**src/rtl/defuzz_pkg.sv**
```systemverilog
// Shared types and helpers for the centroid defuzzifier: FSM states, divider width, reset table contents.
// Used by defuzz_centroid and defuzz_seq_div.
package defuzz_pkg;

  typedef enum logic [2:0] {
    IDLE,
    LOOKUP,
    MAC,
    DIV,
    DONE
  } state_t;

  // Signed product of a centroid and a zero-extended weight, plus one carry bit for the two-term sum
  function automatic int div_width(input int out_w, input int mu_w);
    return out_w + mu_w + 1;
  endfunction

  // Positive centroids above the middle set, negative below; no entry is zero
  function automatic int default_centroid(input int k);
    return (k < 8) ? (8 - k) : (7 - k);
  endfunction

endpackage

```
**src/rtl/defuzz_seq_div.sv**
```systemverilog
// Unsigned restoring divider, one quotient bit per cycle; o_done pulses D_W cycles after i_start.
// No backpressure: i_start restarts the divider whenever it is asserted.
module defuzz_seq_div #(
  parameter int D_W = 17,
  parameter int S_W = 9
) (
  input  logic           clk,
  input  logic           rst,
  input  logic           i_start,
  input  logic [D_W-1:0] i_dividend,
  input  logic [S_W-1:0] i_divisor,
  output logic           o_busy,
  output logic           o_done,
  output logic [D_W-1:0] o_quot
);

  localparam int CNT_W = $clog2(D_W + 1);

  logic [S_W-1:0]   r_rem;
  logic [D_W-1:0]   r_quot;
  logic [S_W-1:0]   r_div;
  logic [CNT_W-1:0] r_cnt;
  logic             r_busy;
  logic             r_done;

  logic [S_W:0]     w_shift;
  logic [S_W-1:0]   w_diff;
  logic             w_ge;

  // Remainder stays below the divisor, so the low S_W bits of the difference are exact
  assign w_shift = {r_rem, r_quot[D_W-1]};
  assign w_ge    = (w_shift >= {1'b0, r_div});
  assign w_diff  = w_shift[S_W-1:0] - r_div;

  always_ff @(posedge clk) begin
    if (rst) begin
      r_rem  <= '0;
      r_quot <= '0;
      r_div  <= '0;
      r_cnt  <= '0;
      r_busy <= 1'b0;
      r_done <= 1'b0;
    end else begin
      r_done <= 1'b0;
      if (i_start) begin
        r_rem  <= '0;
        r_quot <= i_dividend;
        r_div  <= i_divisor;
        r_cnt  <= CNT_W'(D_W);
        r_busy <= 1'b1;
      end else if (r_busy) begin
        r_rem  <= w_ge ? w_diff : w_shift[S_W-1:0];
        r_quot <= {r_quot[D_W-2:0], w_ge};
        r_cnt  <= r_cnt - CNT_W'(1);
        if (r_cnt == CNT_W'(1)) begin
          r_busy <= 1'b0;
          r_done <= 1'b1;
        end
      end
    end
  end

  assign o_busy = r_busy;
  assign o_done = r_done;
  assign o_quot = r_quot;

endmodule

```
**src/rtl/defuzz_centroid.sv**
```systemverilog
// Two-set weighted-centroid defuzzifier with a writable centroid table; fixed 3+D cycle latency.
// One request in flight: in_ready only in IDLE, result held in DONE until out_ready.
module defuzz_centroid
  import defuzz_pkg::*;
#(
  parameter int N_LEVELS = 17,
  parameter int OUT_W    = 8,
  parameter int MU_W     = 8,
  parameter int IDX_W    = $clog2(N_LEVELS)
) (
  input  logic                    clk,
  input  logic                    rst,
  input  logic                    in_valid,
  output logic                    in_ready,
  input  logic [IDX_W-1:0]        idx_a,
  input  logic [IDX_W-1:0]        idx_b,
  input  logic [MU_W-1:0]         mu_a,
  input  logic [MU_W-1:0]         mu_b,
  input  logic                    tbl_we,
  input  logic [IDX_W-1:0]        tbl_addr,
  input  logic signed [OUT_W-1:0] tbl_data,
  output logic                    out_valid,
  input  logic                    out_ready,
  output logic signed [OUT_W-1:0] df,
  output logic                    zero_w
);

  localparam int D   = div_width(OUT_W, MU_W);
  localparam int S_W = MU_W + 1;

  state_t r_state, w_next;

  logic [IDX_W-1:0]        r_idx_a, r_idx_b;
  logic [MU_W-1:0]         r_mu_a, r_mu_b;
  logic signed [OUT_W-1:0] r_c_a, r_c_b;
  logic signed [OUT_W-1:0] r_tbl [N_LEVELS];
  logic                    r_neg;
  logic                    r_sum_zero;
  logic signed [OUT_W-1:0] r_df;
  logic                    r_zero_w;

  logic signed [D-1:0]     w_ca_x, w_cb_x, w_mua_x, w_mub_x, w_num, w_res;
  logic [S_W-1:0]          w_sum;
  logic [D-1:0]            w_mag, w_dividend, w_quot;
  logic                    w_div_busy, w_div_done, w_div_start;

  always_ff @(posedge clk) begin
    if (rst) r_state <= IDLE;
    else     r_state <= w_next;
  end

  always_comb begin
    w_next = r_state;
    case (r_state)
      IDLE:    if (in_valid) w_next = LOOKUP;
      LOOKUP:  w_next = MAC;
      MAC:     w_next = DIV;
      DIV:     if (w_div_done && !w_div_busy) w_next = DONE;
      DONE:    if (out_ready) w_next = IDLE;
      default: w_next = IDLE;
    endcase
  end

  assign in_ready    = (r_state == IDLE);
  assign out_valid   = (r_state == DONE);
  assign w_div_start = (r_state == MAC);

  assign w_ca_x  = D'(r_c_a);
  assign w_cb_x  = D'(r_c_b);
  assign w_mua_x = D'({1'b0, r_mu_a});
  assign w_mub_x = D'({1'b0, r_mu_b});
  assign w_num   = w_ca_x * w_mua_x + w_cb_x * w_mub_x;
  assign w_sum   = {1'b0, r_mu_a} + {1'b0, r_mu_b};

  // Adding half the divisor before truncating rounds the magnitude half-up, i.e. away from zero
  assign w_mag      = w_num[D-1] ? -w_num : w_num;
  assign w_dividend = w_mag + D'(w_sum >> 1);
  assign w_res      = r_neg ? -$signed(w_quot) : $signed(w_quot);

  defuzz_seq_div #(
    .D_W (D),
    .S_W (S_W)
  ) u_div (
    .clk        (clk),
    .rst        (rst),
    .i_start    (w_div_start),
    .i_dividend (w_dividend),
    .i_divisor  (w_sum),
    .o_busy     (w_div_busy),
    .o_done     (w_div_done),
    .o_quot     (w_quot)
  );

  always_ff @(posedge clk) begin
    if (rst) begin
      for (int k = 0; k < N_LEVELS; k++) r_tbl[k] <= OUT_W'(default_centroid(k));
      r_idx_a    <= '0;
      r_idx_b    <= '0;
      r_mu_a     <= '0;
      r_mu_b     <= '0;
      r_c_a      <= '0;
      r_c_b      <= '0;
      r_neg      <= 1'b0;
      r_sum_zero <= 1'b0;
      r_df       <= '0;
      r_zero_w   <= 1'b0;
    end else begin
      if (in_valid && in_ready) begin
        r_idx_a <= idx_a;
        r_idx_b <= idx_b;
        r_mu_a  <= mu_a;
        r_mu_b  <= mu_b;
      end
      if (tbl_we && (32'(tbl_addr) < N_LEVELS)) r_tbl[tbl_addr] <= tbl_data;
      // Reads see the table contents before any write landing on the same edge
      if (r_state == LOOKUP) begin
        r_c_a <= (32'(r_idx_a) < N_LEVELS) ? r_tbl[r_idx_a] : OUT_W'(1);
        r_c_b <= (32'(r_idx_b) < N_LEVELS) ? r_tbl[r_idx_b] : OUT_W'(1);
      end
      if (r_state == MAC) begin
        r_neg      <= w_num[D-1];
        r_sum_zero <= (w_sum == '0);
      end
      if ((r_state == DIV) && (w_next == DONE)) begin
        r_df     <= r_sum_zero ? '0 : OUT_W'(w_res);
        r_zero_w <= r_sum_zero;
      end
    end
  end

  assign df     = r_df;
  assign zero_w = r_zero_w;

endmodule

```
**config.mk**
```make
export PLATFORM = sky130hd
export DESIGN_NAME = defuzz_centroid
export DESIGN_NICKNAME = d
export VERILOG_FILES = /design/src/rtl/defuzz_pkg.sv /design/src/rtl/defuzz_seq_div.sv /design/src/rtl/defuzz_centroid.sv
export SDC_FILE = /design/constraint.sdc
export NUM_CORES = 1
export LEC_CHECK = 0
export BUFFER_PORTS_ARGS = -buffer_cell sky130_fd_sc_hd__buf_2
export CORE_MARGIN = 1.5
export CORE_UTILIZATION = 40
export DETAILED_ROUTE_END_ITERATION = 8
export PLACE_DENSITY = 0.51
export SLEW_MARGIN = 20
export SYNTH_ARGS = -nofsm -noshare
export SYNTH_HDL_FRONTEND = slang
export SYNTH_SLANG_ARGS = --single-unit
```
**constraint.sdc**
```tcl
create_clock -name clk -period 8.6 [get_ports clk]
set_clock_uncertainty 0.1 [all_clocks]
set_input_delay 0.86 -clock clk [delete_from_list [all_inputs] [get_ports clk]]
set_output_delay 0.86 -clock clk [all_outputs]
set_load 0.01 [all_outputs]
```
# --- Yosys cells after proc, flatten, opt, wreduce, memory -nomap -nowiden ---
# Memory sizes are Yosys's and may differ from the RTL's. A register that Yosys moved wholly into a read port is not among the register bits.
# Cells that the tools add are included.
word_totals:
  ff_bits: 98
  ramBits: 136
  output_inout_bits: 11
  n_memories: 1
mem_list:
  columns: ["name", "words", "width", "rd", "rd_clocked_by_memory_dff", "wr", "line_no", "source"]
  rows:
  - ["r_tbl", 17, 8, 2, 2, 17, "defuzz_centroid.sv:36", "logic signed [OUT_W-1:0] r_tbl [N_LEVELS];"]
op_classes:
  reduce_logical: 11
  bitwise: 1
  mux: 30
  n_eq_ne: 6
  mul: 2
  order_cmp: 4
  n_addsub: 7
op_table:
  columns: ["cell", "n"]
  rows:
  - ["$mux W17", 3]
  - ["$mux W8", 5]
  - ["$mux W5", 7]
  - ["$mul A8 B9 Y17", 2]
  - ["$add A17 B17 Y17", 1]
  - ["$add A17 B8 Y17", 1]
  - ["$neg A17 Y17", 1]
  - ["$lt A5 B5 Y1 const B", 3]
  - ["$pmux W3 S5", 1]
  - ["$ge A10 B9 Y1", 1]
  - ["$mux W1", 10]
  - ["$add A8 B8 Y9", 1]
  - ["$logic_not A9 Y1", 1]
  - ["$mux W3", 3]
  - ["$mux W9", 1]
  - ["$sub A9 B9 Y9", 1]
  - ["$neg A8 Y8", 1]
  - ["$reduce_or A8 Y1", 1]
  - ["$eq A3 B2 Y1 const B", 2]
  - ["$eq A3 B3 Y1 const B", 2]
  - ["$eq A5 B1 Y1 const B", 1]
  - ["$sub A5 B1 Y5 const B", 1]
  - ["$logic_and A1 B1 Y1", 4]
  - ["$eq A3 B1 Y1 const B", 1]
  - ["other kinds (6)", 6]

# --- Logic depth before layout (Yosys ltp) ---
# Gate-level depths: netlist of the first run.
logic_depth:
  depth_word: 7
  mapped_depth: 34
  mapped_depth_nobuf: 31

# --- By module ---
# From an unflattened synthesis of the first run, not the netlist that was laid out.
hier_totals:
  hier_cells: 1936
  area_unflattened_um2: 23197.2
by_module_without_submodules:
  columns: ["module", "area_each_um2", "instances", "cells_per_inst"]
  rows:
  - ["defuzz_centroid", 20951.3, 1, 1663]
  - ["defuzz_seq_div", 2245.9, 1, 273]

# --- Worst setup path before layout of the first run ---
# Ideal clock, no wire load.
synth_timing:
  kind: "flip-flop to flip-flop"
  from: "register r_c_a[1]"
  to: "register u_div.r_quot[14], in the netlist u_div.o_quot[14]"
  arrival_ns: 7.491
  setup_ns: 0.103
  path_buffers: 3
  t_required_ns: 8.397
  stages_incl_launch_ff: 32
  setup_slack_ns: 0.906
  cell_sequence: "dfxtp_1 clkbuf_1 and2_1 fa_1 inv_1 fa_1 inv_1 fa_1 fa_1 fa_1 inv_1 fa_1 inv_1 ha_1 buf_2 o211a_1 o21a_1 o2111a_1 or3_4 nand2_1 clkbuf_1 o21ai_0 fa_1 a21o_1 a21oi_1 o21bai_1 a21oi_1 o21bai_1 a21oi_1 a21oi_1 o2111a_1 a2111oi_2"
synth_via:
  elab_chain_cells: 6
synth_rtl:
  columns: ["element", "line_no", "source"]
  rows:
  - ["start, declared", "defuzz_centroid.sv:35", "logic signed [OUT_W-1:0] r_c_a, r_c_b;"]
  - ["start signal, assigned", "defuzz_centroid.sv:117", "r_c_a <= (32'(r_idx_a) < N_LEVELS) ? r_tbl[r_idx_a] : OUT_W'(1);"]
  - ["$mul A8 B9 Y17 *", "defuzz_centroid.sv:72", "assign w_num = w_ca_x * w_mua_x + w_cb_x * w_mub_x;"]
  - ["$add A17 B17 Y17 *", "defuzz_centroid.sv:72", null]
  - ["$neg A17 Y17", "defuzz_centroid.sv:76", "assign w_mag = w_num[D-1] ? -w_num : w_num;"]
  - ["$mux W17 *", "defuzz_centroid.sv:76", null]
  - ["$add A17 B8 Y17 *", "defuzz_centroid.sv:77", "assign w_dividend = w_mag + D'(w_sum >> 1);"]
  - ["$mux W17 *", "defuzz_seq_div.sv:45", "if (i_start) begin"]
  - ["end signal, assigned", "defuzz_seq_div.sv:47", "r_quot <= i_dividend;"]
  - ["end signal, assigned", "defuzz_seq_div.sv:53", "r_quot <= {r_quot[D_W-2:0], w_ge};"]
  - ["end, declared", "defuzz_seq_div.sv:20", "logic [D_W-1:0] r_quot;"]
# Every way passes the cells marked *; elsewhere a longest branch is shown, timed or not.
# A chain may end at the register's enable or synchronous reset.

# --- Worst setup path in the final report of the first run ---
layout_timing:
  from: "register r_mu_a[3]"
  to: "register u_div.r_quot[14], in the netlist u_div.o_quot[14]"
layout_via:
  elab_chain_cells: 6
  word_cells_on_any_way: 7
  classes_between: "4 x add/sub; 1 x mul; 2 x mux"
layout_rtl:
  columns: ["element", "line_no", "source"]
  rows:
  - ["start, declared", "defuzz_centroid.sv:34", "logic [MU_W-1:0] r_mu_a, r_mu_b;"]
  - ["start signal, assigned", "defuzz_centroid.sv:111", "r_mu_a <= mu_a;"]
  - ["$mul A8 B9 Y17", "defuzz_centroid.sv:72", null]
  - ["$add A17 B17 Y17", "defuzz_centroid.sv:72", null]
  - ["$neg A17 Y17", "defuzz_centroid.sv:76", null]
  - ["$mux W17", "defuzz_centroid.sv:76", null]
  - ["$add A17 B8 Y17 *", "defuzz_centroid.sv:77", null]
  - ["$mux W17 *", "defuzz_seq_div.sv:45", null]
# Marks and branches as above.

==> metrics.md, run 1 <==
| Metric | Value |
|---|---|
| Status | `completed` |
| Post-route ant nets | `0` |
| GRT Overall Usage | `a little over a fifth` |
| Hold Path Cell Cnt | `2` |
| Max incr delay on CP | `between 0.5 and 0.6 ns` |
| Register share of total power | `between 40% and 50%` |
| Clock transition at path regs | `~0.070 ns` |
| Pin count of the biggest net entering global routing | `44` |
| Initial Util | `just over 40%` |
| Routed wire length | `~60,000 µm` |
| CTS H-tree depth | `2` |
| Die Y | `243.6 µm` |
| Worst Path Max Fanout | `11` |
| Slew @ Worst Pin | `1.060 ns` |
| MaxCap Viol Count | `0` |
| Final setup fails | `0` |
| Worst r2r src | `r_mu_a[3]` |
| Io pins | `55` |
| CTS buffer count | `43` |
| Global-route wire length before repair | `94,090 µm` |
| Share of layout cells above drive strength 1 | `between 10% and 20%` |
| Max Transition Viols Final | `0` |
| Clock sinks | `around 360` |
| Worst setup margin | `approximately 0.56 ns` |
| RSZ-0062 raised after global routing | `no` |
| Top cells by area, synth | `edfxtp_1 33%, mux4_2 16%, dfxtp_1 9.3%` |
| Hold Crit Class | `flip-flop to flip-flop` |
| Internal | `3.517 mW` |
| Max Root-Sink Buffers | `3` |
| Yosys warning total | `0` |
| Hold EP | `u_div.r_div[3]` |
| Detailed Routing Iterations Pass 1 | `5` |
| Total Die Area | `between 50,000 and 60,000 µm²` |
| Placed insts | `between 2,000 and 3,000` |
| Syn_area_per_cell | `around 12 µm²` |
| Peak Freq | `0.1244 GHz` |
| Final Hold Fails | `0` |
| Worst-skew pair later-pin latency | `0.60 ns` |
| Port buffer count | `54` |
| Crit start category | `flip-flop` |
| Die Wd | `243.6 µm` |
| Iteration-0 DRC count of the detailed router | `948` |
| Async SR Flop Fraction | `0%` |
| Final period utilization | `93.51%` |
| Critical path endpoint category | `flip-flop` |
| CP Buf/Inv Count | `4` |
| Max-slew headroom | `28.87%` |
| N_diodes | `0` |
| Post-Layout Cell Count | `2,850` |
| Max VDD drop | `~0.16 mV` |
| Fillers | `5,320` |
| Worst r2r path cells | `29` |
| Minimum clock period after layout | `between 8 and 9 ns` |
| Remaining Overflow, GRT | `0` |
| Vias in the first global route | `approximately 16,000` |
| Hold Buf Count CTS | `0` |
| Crit path top cell by count | `fa_1` |
| HP Start | `u_div.r_div[3]` |
| Largest area contributor in the netlist | `edfxtp_1` |
| Via density | `about 5.4` |
| Placed wire-length estimate | `43,090 µm` |
| Switching Power | `roughly 1.5 mW` |
| Antenna violations before repair | `0` |
| Worst R2R End | `u_div.o_quot[14]` |
| Sw frac | `30.31%` |
| Avg WL per Cell | `around 21 µm` |
| Flops & latches, synth | `364` |
| # resized after CTS | `0` |
| Setup slack, reg-to-reg | `roughly 0.56 ns` |
| Library cells used by synthesis | `~70` |
| Post-route design area | `~26,000 µm²` |
| Residual DRC | `0` |
| Detailed-route via count | `15,315` |
| CTS tree | `yes` |
| Floorplan row count | `between 80 and 90` |
| Core region area | `between 50,000 and 60,000 µm²` |
| CP Class | `flip-flop to flip-flop` |
| Synth Flop Type | `edfxtp_1` |
| # Post-CTS Setup Buffers | `0` |
| Top cell type's share of synthesized area | `33.21%` |
| Mapped Area | `~23,000 µm²` |
| Power share of the clock group | `36.1%` |
| Fin Setup TNS | `0 ns` |
| Hold slack | `0.3579 ns` |
| Critical path's top delay family | `adder cells` |
| Placed cell areas | `around 25,000 µm²` |
| Global placer's final weighted congestion | `about 0.87` |
| Req. time, crit path | `8.99 ns` |
| Comb pwr share | `between 20% and 30%` |
| Final net count | `approximately 2,300` |
| Post-synth EDFFs | `256` |
| P per Cell Area | `193.7 nW/µm²` |
| Synth-to-Final Area Change | `12.55%` |
| Mapped Cells | `roughly 1,900` |
| Pre-CTS setup slack | `0.2731 ns` |
| LEAKAGE | `~10 nW` |
| CTS root buf | `clkbuf_16` |
| Share of the yosys chip area belonging to registers | `approximately 43%` |
| Critical path arrival | `approximately 8.4 ns` |
| Worst path slowest cell | `dfxtp_1` |
[layer usage]
metal | track usage (%) | up-vias | part of all wire, %
met5 | 0 | - | 0
met2 | 37.00 | 311 | 51
li1 | - | 7073 | -
met1 | 26.31 | 7834 | 42
met3 | 2.357 | 97 | 3.4
met4 | 7.389 | 0 | 3.3
[layout by cell type, fill, tap and decap left out, drive strengths merged, types with 5 or more instances in the layout]
cell type	Yosys	layout
edfxtp	256	256
inv	183	185
mux4	160	160
nand2	156	156
and2	126	126
conb	1	120
nor2	111	111
dfxtp	108	108
fa	103	103
ha	100	100
a21oi	98	98
buf	24	86
clkbuf	83	56
or3	52	52
xnor2	41	41
o21ai	37	37
mux2i	35	35
nor3	33	33
a211oi	23	23
nor2b	18	18
clkinv	0	18
or2	15	15
nand2b	13	13
xor2	12	12
nand3	12	12
a21o	9	9
o21bai	8	8
o21a	7	7
a22oi	7	7
nand3b	6	6
nand4	6	6
nor4	6	6
nor3b	6	6
and3	5	5
o31ai	5	5
o2111ai	5	5
[final cells by class]
| class | count | area [µm²] | area share (%) |
|---|---|---|---|
| Tap cell | 756 | 945.9 | 3.631 |
| Inverter | 183 | 686.9 | 2.637 |
| Clock buffer | 56 | 1177 | 4.519 |
| Timing Repair Buffer | 86 | 513.0 | 1.969 |
| Multi-Input combinational cell | 1382 | 12650 | 48.55 |
| Sequential cell | 364 | 9863 | 37.86 |
| Clock inverter | 23 | 217.7 | 0.8357 |
[cells in the mapped netlist (12+ instances only)]
cell,count
buf_1,21
inv_1,183
mux2i_1,35
a211oi_1,23
xnor2_1,41
nand3_1,12
fa_1,103
ha_1,100
clkbuf_1,82
mux4_2,160
or2_2,14
nor2b_1,18
or3_1,50
o21ai_0,36
a21oi_1,97
nor2_1,111
nor3_1,33
dfxtp_1,108
xor2_1,12
nand2_1,156
nand2b_1,13
and2_1,123
edfxtp_1,256
[power groups by stage]
stage | clock network (mW) | registers, mW | logic (mW)
after global routing | 1.94 | 2.14 | 1.23
after floorplan | 0 | 2.09 | 0.839
after CTS | 1.87 | 2.12 | 1.11
after global placement | 0 | 2.15 | 1.10
after detailed placement | 0 | 2.16 | 1.11
final | 1.82 | 2.12 | 1.11
[worst max path at each step]
stage,end,depth (start not counted),startpoint
2_1_floorplan,u_div.o_quot[14],31,r_c_a[1]
3_3_place_gp,u_div.o_quot[14],29,r_mu_a[4]
3_5_place_dp,u_div.o_quot[15],26,r_mu_a[6]
4_1_cts,u_div.o_quot[14],28,r_mu_a[6]
5_1_grt,u_div.o_quot[14],28,r_mu_a[7]
6_report,u_div.o_quot[14],29,r_mu_a[3]
[state kept, by name (all words and copies together), names as in the netlist, named ones only]
signal	count
r_idx_a	5
r_c_a	8
u_div.r_rem	9
r_state	3
u_div.o_busy	1
r_c_b	8
zero_w	1
r_mu_b	8
u_div.r_div	9
u_div.r_cnt	5
r_neg	1
df	8
r_mu_a	8
u_div.o_quot	17
r_idx_b	5
r_tbl	256
u_div.o_done	1
r_sum_zero	1
[worst reg2reg max path: cells and delay by family (launching register included)]
kind / cells / cell delay [ns]
AOI/OAI and AO/OA: 14 / 2.96
DFF: 1 / 0.56
buffers and inverters: 4 / 0.22
and+or+nand+nor: 3 / 0.54
adders and majority gates: 8 / 3.56
[logic make-up after synthesis]
logic type,share of synthesized area (%)
buf+inv,4.779
other cells,0.01620
xor+xnor,2.005
flops,42.55
simple gates,12.56
fa+ha+maj,14.31
mux,17.28
compound gates,6.498
[per-stage QoR]
stage	power (mW)	util (%)
global route	5.303	45.85
CTS	5.107	45.84
finish	5.046	45.85
detailed placement	3.267	43.38
global placement	3.253	43.38
floorplan	2.931	-
(Power assumes the default switching activity.)
==> run 2: changes to the inputs <==
- CORE_UTILIZATION: 40 -> 60
- PLACE_DENSITY: 0.51 -> 0.73
==> run 2 against run 1 <==
Clock-buffer cell count shrank 1. Critical path type unchanged. Register-to-register slack lost 0.03 ns. Largest power group unchanged. Non-clock buffer count shrank 10. Critical path depth is the same. Clock power shrank 7%. Die area shrank 33%. Global-route usage grew 9.1 points. Via count grew 1.1%. Final cell count shrank 9.0%.
==> metrics.md, run 2 (synthesis results as in run 1) <==
| Metric | Value |
|---|---|
| Commonest non-fill, non-tap cell in the layout | `edfxtp_1` |
| CP Class | `flip-flop to flip-flop` |
| Most used routing layer in global routing | `met2` |
| Share of layout cells above drive strength 1 | `15.96% (-0.85 points)` |
| # resized after CTS | `0 (unchanged)` |
| Worst Path Max Fanout | `11 (unchanged)` |
| Status | `completed` |
| Iteration-0 DRC count of the detailed router | `950 (+0.21%)` |
| Global-route wire length before repair | `87,690 µm (-6.8%)` |
| Global placer's final weighted congestion | `0.9205 (+5.3%)` |
| CTS root buf | `clkbuf_16` |
| LEAKAGE | `9.859 nW (-1.2%)` |
| Met2 Resource Use GR | `51.41% (+14 points)` |
| Synth-to-Final Area Change | `10.48%` |
| Largest reg by FF count | `r_tbl` |
| Peak Freq | `0.1239 GHz (-0.34%)` |
| Remaining Overflow, GRT | `0 (unchanged)` |
| CTS buffer count | `41 (-4.7%)` |
| Initial Util | `61.16% (+20 points)` |
| Max Transition Viols Final | `0 (unchanged)` |
| Residual DRC | `0 (unchanged)` |
| RSZ-0062 raised after global routing | `no` |
| Placed wire-length estimate | `39,900 µm (-7.4%)` |
| Vias in the first global route | `15,770 (-0.19%)` |
| Minimum clock period after layout | `8.069 ns (+0.02751 ns)` |
| Critical path arrival | `8.43 ns (about the same)` |
| Routed wire length | `56,840 µm (-6.4%)` |
| Max-slew headroom | `21.63% (-7.2 points)` |
| Max incr delay on CP | `0.56 ns (about the same)` |
| Final Hold Fails | `0 (unchanged)` |
| CP Buf/Inv Count | `4 (unchanged)` |
| CTS H-tree depth | `2 (unchanged)` |
| Hold slack | `0.3595 ns (+0.001573 ns)` |
| Clock transition at path regs | `0.06 ns (about the same)` |
| Crit path top cell by count | `fa_1` |
| Io pins | `55 (unchanged)` |
| Floorplan row count | `71 (-18%)` |
| Met3 Usage GRT | `5.046% (+2.7 points)` |
| GRT Overall Usage | `29.91% (+9.1 points)` |
| Critical path's top delay family | `adder cells` |
| P per Cell Area | `191.8 nW/µm² (-0.96%)` |
| Worst setup margin | `0.5310 ns (-0.02751 ns)` |
| Port buffer count | `54 (unchanged)` |
| Critical path endpoint category | `flip-flop` |
| Worst path slowest cell | `dfxtp_1` |
| Worst-skew pair later-pin latency | `0.57 ns (-0.03 ns)` |
| CTS tree | `yes` |
| Die Wd | `199.4 µm (-18%)` |
| Total Die Area | `39,760 µm² (-33%)` |
| Clock sinks | `364 (unchanged)` |
| Max Root-Sink Buffers | `3 (unchanged)` |
| Pin count of the biggest net entering global routing | `65 (+48%)` |
| Final period utilization | `93.83% (+0.32 points)` |
| Detailed Routing Iterations Pass 1 | `5 (unchanged)` |
| Hold Crit Class | `flip-flop to flip-flop` |
| Die Y | `199.4 µm (-18%)` |
| Crit start category | `flip-flop` |
| Most frequent cells in the layout | `256 x edfxtp_1, 183 x inv_1, 160 x mux4_2` |
| Max reg flops | `256 (unchanged)` |
| MaxCap Viol Count | `0 (unchanged)` |
| GR Util met1 | `36.69% (+10 points)` |
| Core region area | `37,840 µm² (-33%)` |
| Max VDD drop | `0.1780 mV (+11%)` |
| Final net count | `2,295 (-0.52%)` |
| Final setup fails | `0 (unchanged)` |
| Pre-CTS setup slack | `0.2448 ns (-0.02830 ns)` |
| Slew @ Worst Pin | `1.167 ns (+0.1068 ns)` |
| Hold Buf Count CTS | `0 (unchanged)` |
| Detailed-route via count | `15,485 (+1.1%)` |
| Via density | `5.970 (+11%)` |
| Fin Setup TNS | `0 ns (unchanged)` |
| Req. time, crit path | `8.96 ns (-0.03 ns)` |
| # Post-CTS Setup Buffers | `0 (unchanged)` |
| Post-route ant nets | `0 (unchanged)` |
| Antenna violations before repair | `3 (+3)` |
| Avg WL per Cell | `21.91 µm (+2.9%)` |
==> run 2: cell count changes in the layout (fill, tap and decap cells not counted), sizes merged <==
cell | previous run | this run
buf | 86 | 76
clkinv | 18 | 13
diode | 0 | 3
clkinvlp | 1 | 3
clkbuf | 56 | 55
==> run 2: layout make-up <==
cell class | count | area (µm²)
Tap cell | 511 | 639.4
Clock buffer | 55 | 1110
Inverter | 183 | 686.9
Fill cell | 2838 | 12270
Timing Repair Buffer | 76 | 435.4
Antenna cell | 3 | 7.507
Clock inverter | 20 | 181.4
Sequential cell | 364 | 9862
Multi-Input combinational cell | 1382 | 12650
==> run 2: path summary, 6_finish.rpt <==
path,from,end,slack [ns],cells past startpoint
hold reg to reg,u_div.r_div[3],u_div.r_div[3],0.36,2
setup / recovery,r_mu_a[4],u_div.o_quot[14],0.53,29
setup reg to reg,r_mu_a[4],u_div.o_quot[14],0.53,29
hold / removal,u_div.r_div[3],u_div.r_div[3],0.36,2
==> run 2: per-stage QoR <==
step / total power, mW / cells / utilization [%] / instance area, µm²
floorplan: 2.931 / 2036 / - / 23590
global placement: 3.205 / 2516 / 64.11 / 24260
detailed placement: 3.234 / 2516 / 64.11 / 24260
CTS: 4.926 / 2591 / 67.53 / 25550
global route: 5.114 / 2594 / 67.57 / 25570
finish: 4.906 / 2594 / 67.57 / 25570
==> run 2: routing by layer <==
| layer | vias up | routed length [µm] | share of wire, % |
|---|---|---|---|
| met4 | 0 | 2684 | 4.7 |
| met5 | - | 0 | 0 |
| met3 | 136 | 3631 | 6.4 |
| met1 | 7728 | 21780 | 38 |
| li1 | 7044 | - | - |
| met2 | 577 | 28750 | 51 |
==> run 2: power by group <==
| group | internal [mW] | switching [mW] |
|---|---|---|
| clock | 0.973 | 0.723 |
| sequential | 2.00 | 0.114 |
| combinational | 0.472 | 0.619 |
| total | 3.45 | 1.46 |
==> run 2: worst register-to-register path, delay by kind of cell (launching register included) <==
kind	cells	cell delay, ns
AOI/OAI and AO/OA	12	2.47
xor gates and xnor gates	1	0.18
adders and majority gates	8	3.46
buffers and inverters	4	0.23
DFF	1	0.56
and+or+nand+nor	4	0.96
==> run 3: changes to the inputs <==
- CELL_PAD_IN_SITES_DETAIL_PLACEMENT: unset -> 1
- CELL_PAD_IN_SITES_GLOBAL_PLACEMENT: unset -> 1
- CORE_UTILIZATION: 60 -> 53
- PLACE_DENSITY: 0.73 -> 0.78
- TNS_END_PERCENT: unset -> 10
==> run 3 against run 2 <==
Combinational power barely moved. Sequential power barely moved. Critical path depth fell by 1. Flip-flop and latch count did not move. Largest power group unchanged.
==> metrics.md, run 3 (synthesis results as in run 1) <==
| Metric | Value |
|---|---|
| Status | `completed` |
| Via density | `5.984 (+0.25%)` |
| MaxCap Viol Count | `0 (unchanged)` |
| CTS H-tree depth | `2 (unchanged)` |
| CTS tree | `yes` |
| CP Buf/Inv Count | `4 (unchanged)` |
| Hold Path Cell Cnt | `2 (unchanged)` |
| Total Die Area | `44,930 µm² (+13%)` |
| CTS buffer count | `41 (unchanged)` |
| # Post-CTS Setup Buffers | `0 (unchanged)` |
| Initial Util | `53.73% (-7.4 points)` |
| Hold Buf Count CTS | `0 (unchanged)` |
| Critical path arrival | `8.49 ns (+0.06 ns)` |
| Core region area | `43,080 µm² (+14%)` |
| Slew @ Worst Pin | `1.154 ns (-0.01223 ns)` |
| Req. time, crit path | `8.96 ns (about the same)` |
| Final Hold Fails | `0 (unchanged)` |
| CTS root buf | `clkbuf_16` |
| Critical path's top delay family | `adder cells` |
| Largest reg by FF count | `r_tbl` |
| Die Wd | `212.0 µm (+6.3%)` |
| Most frequent cells in the layout | `256 x edfxtp_1, 183 x inv_1, 160 x mux4_2` |
| WP depth | `28 (-3.4%)` |
| GRT Overall Usage | `29.78% (-0.14 points)` |
| Fin Setup TNS | `0 ns (unchanged)` |
| Max reg flops | `256 (unchanged)` |
| Post-route ant nets | `0 (unchanged)` |
| Max Transition Viols Final | `0 (unchanged)` |
| Antenna violations before repair | `1 (-2)` |
| Iteration-0 DRC count of the detailed router | `1,051 (+11%)` |
| Commonest non-fill, non-tap cell in the layout | `edfxtp_1` |
| Max VDD drop | `0.1621 mV (-8.9%)` |
| P per Cell Area | `193.2 nW/µm² (+0.72%)` |
| Global placer's final weighted congestion | `0.8952 (-2.7%)` |
| Global-route wire length before repair | `99,710 µm (+14%)` |
| Peak Freq | `0.1230 GHz (-0.73%)` |
| Pin count of the biggest net entering global routing | `48 (-26%)` |
| Max Root-Sink Buffers | `3 (unchanged)` |
| Final Total Pwr | `4.957 mW (+1.0%)` |
| Synth-to-Final Area Change | `10.83%` |
| Crit start category | `flip-flop` |
| Placed wire-length estimate | `45,530 µm (+14%)` |
| Detailed-route via count | `15,942 (+3.0%)` |
| Comb pwr share | `22.4% (+0.2 points)` |
| Pre-CTS setup slack | `0.2303 ns (-0.01449 ns)` |
| Hold Crit Class | `flip-flop to flip-flop` |
| Switching Power | `1.502 mW (+3.1%)` |
| Clock transition at path regs | `0.06 ns (about the same)` |
| Avg WL per Cell | `24.09 µm (+9.9%)` |
| Remaining Overflow, GRT | `0 (unchanged)` |
| Register share of total power | `43.1% (about the same)` |
| Routed wire length | `64,170 µm (+13%)` |
| Power share of the clock group | `34.4% (-0.2 points)` |
| Worst Path Max Fanout | `10 (-1)` |
| Final net count | `2,295 (unchanged)` |
| RSZ-0062 raised after global routing | `no` |
| Crit path top cell by count | `fa_1` |
| Residual DRC | `0 (unchanged)` |
| Worst r2r path cells | `28 (-3.4%)` |
| Max-slew headroom | `22.52% (+0.90 points)` |
| CP Class | `flip-flop to flip-flop` |
| Internal | `3.455 mW (+0.16%)` |
| Final setup fails | `0 (unchanged)` |
| Critical path endpoint category | `flip-flop` |
| Worst path slowest cell | `fa_1` |
| Detailed Routing Iterations Pass 1 | `5 (unchanged)` |
| Die Y | `212.0 µm (+6.3%)` |
| Placed insts | `2,590 (+2.9%)` |
| Post-Layout Cell Count | `2,664 (+2.7%)` |
| # resized after CTS | `0 (unchanged)` |
| Port buffer count | `54 (unchanged)` |
| Core Util, Final | `59.55% (-8.0 points)` |
| Minimum clock period after layout | `8.128 ns (+0.05933 ns)` |
| Vias in the first global route | `17,392 (+10%)` |
| Io pins | `55 (unchanged)` |
| Max incr delay on CP | `0.58 ns (+0.02 ns)` |
| Clock sinks | `364 (unchanged)` |
| LEAKAGE | `9.875 nW (+0.17%)` |
| Final period utilization | `94.52% (+0.69 points)` |
| Sw frac | `30.30% (+0.62 points)` |
| Share of layout cells above drive strength 1 | `16.46% (+0.50 points)` |
| Worst setup margin | `0.4717 ns (-0.05933 ns)` |
| Floorplan row count | `76 (+7.0%)` |
| Worst-skew pair later-pin latency | `0.58 ns (about the same)` |
[run 3: layer usage]
| layer | GRT usage, % | vias to the layer above | part of all wire (%) |
|---|---|---|---|
| met3 | 4.343 | 172 | 5.2 |
| met2 | 53.28 | 486 | 53 |
| li1 | - | 7036 | - |
| met5 | 0 | - | 0 |
| met1 | 35.27 | 8248 | 37 |
| met4 | 14.11 | 0 | 5.0 |
[run 3: worst min-delay path, cell delays in order (launching register included)]
cell,delay [ns]
dfxtp_1,0.31
nand2_1,0.05
a21oi_1,0.05
[run 3: path summary, 6_finish.rpt]
check | startpoint | end | slack (ns)
max | r_mu_a[6] | u_div.o_quot[14] | 0.47
min | u_div.r_div[7] | u_div.r_div[7] | 0.36
max reg2reg | r_mu_a[6] | u_div.o_quot[14] | 0.47
min reg2reg | u_div.r_div[7] | u_div.r_div[7] | 0.36
[run 3: per-stage QoR]
step	instance area, µm²	hold WS (ns)
5_1_grt	25650	0.3858
3_3_place_gp	24360	0.3470
6_report	25650	0.3628
2_1_floorplan	23590	0.3315
3_5_place_dp	24360	0.3526
4_1_cts	25630	0.3669
[run 3: power groups by stage]
stage | clock [mW] | combinational (mW) | sequential (mW)
finish | 1.71 | 1.11 | 2.14
global route | 1.79 | 1.22 | 2.16
CTS | 1.73 | 1.11 | 2.14
detailed placement | 0 | 1.10 | 2.17
global placement | 0 | 1.07 | 2.15
floorplan | 0 | 0.839 | 2.09
[run 3: layout make-up]
| cell class | instances | area [µm²] |
|---|---|---|
| Clock inverter | 20 | 165.2 |
| Inverter | 183 | 686.9 |
| Timing Repair Buffer | 76 | 435.4 |
| Multi-Input combinational cell | 1382 | 12650 |
| Sequential cell | 364 | 9868 |
| Clock buffer | 53 | 1111 |
| Tap cell | 585 | 732.0 |
| Antenna cell | 1 | 2.502 |
| Fill cell | 4393 | 17420 |
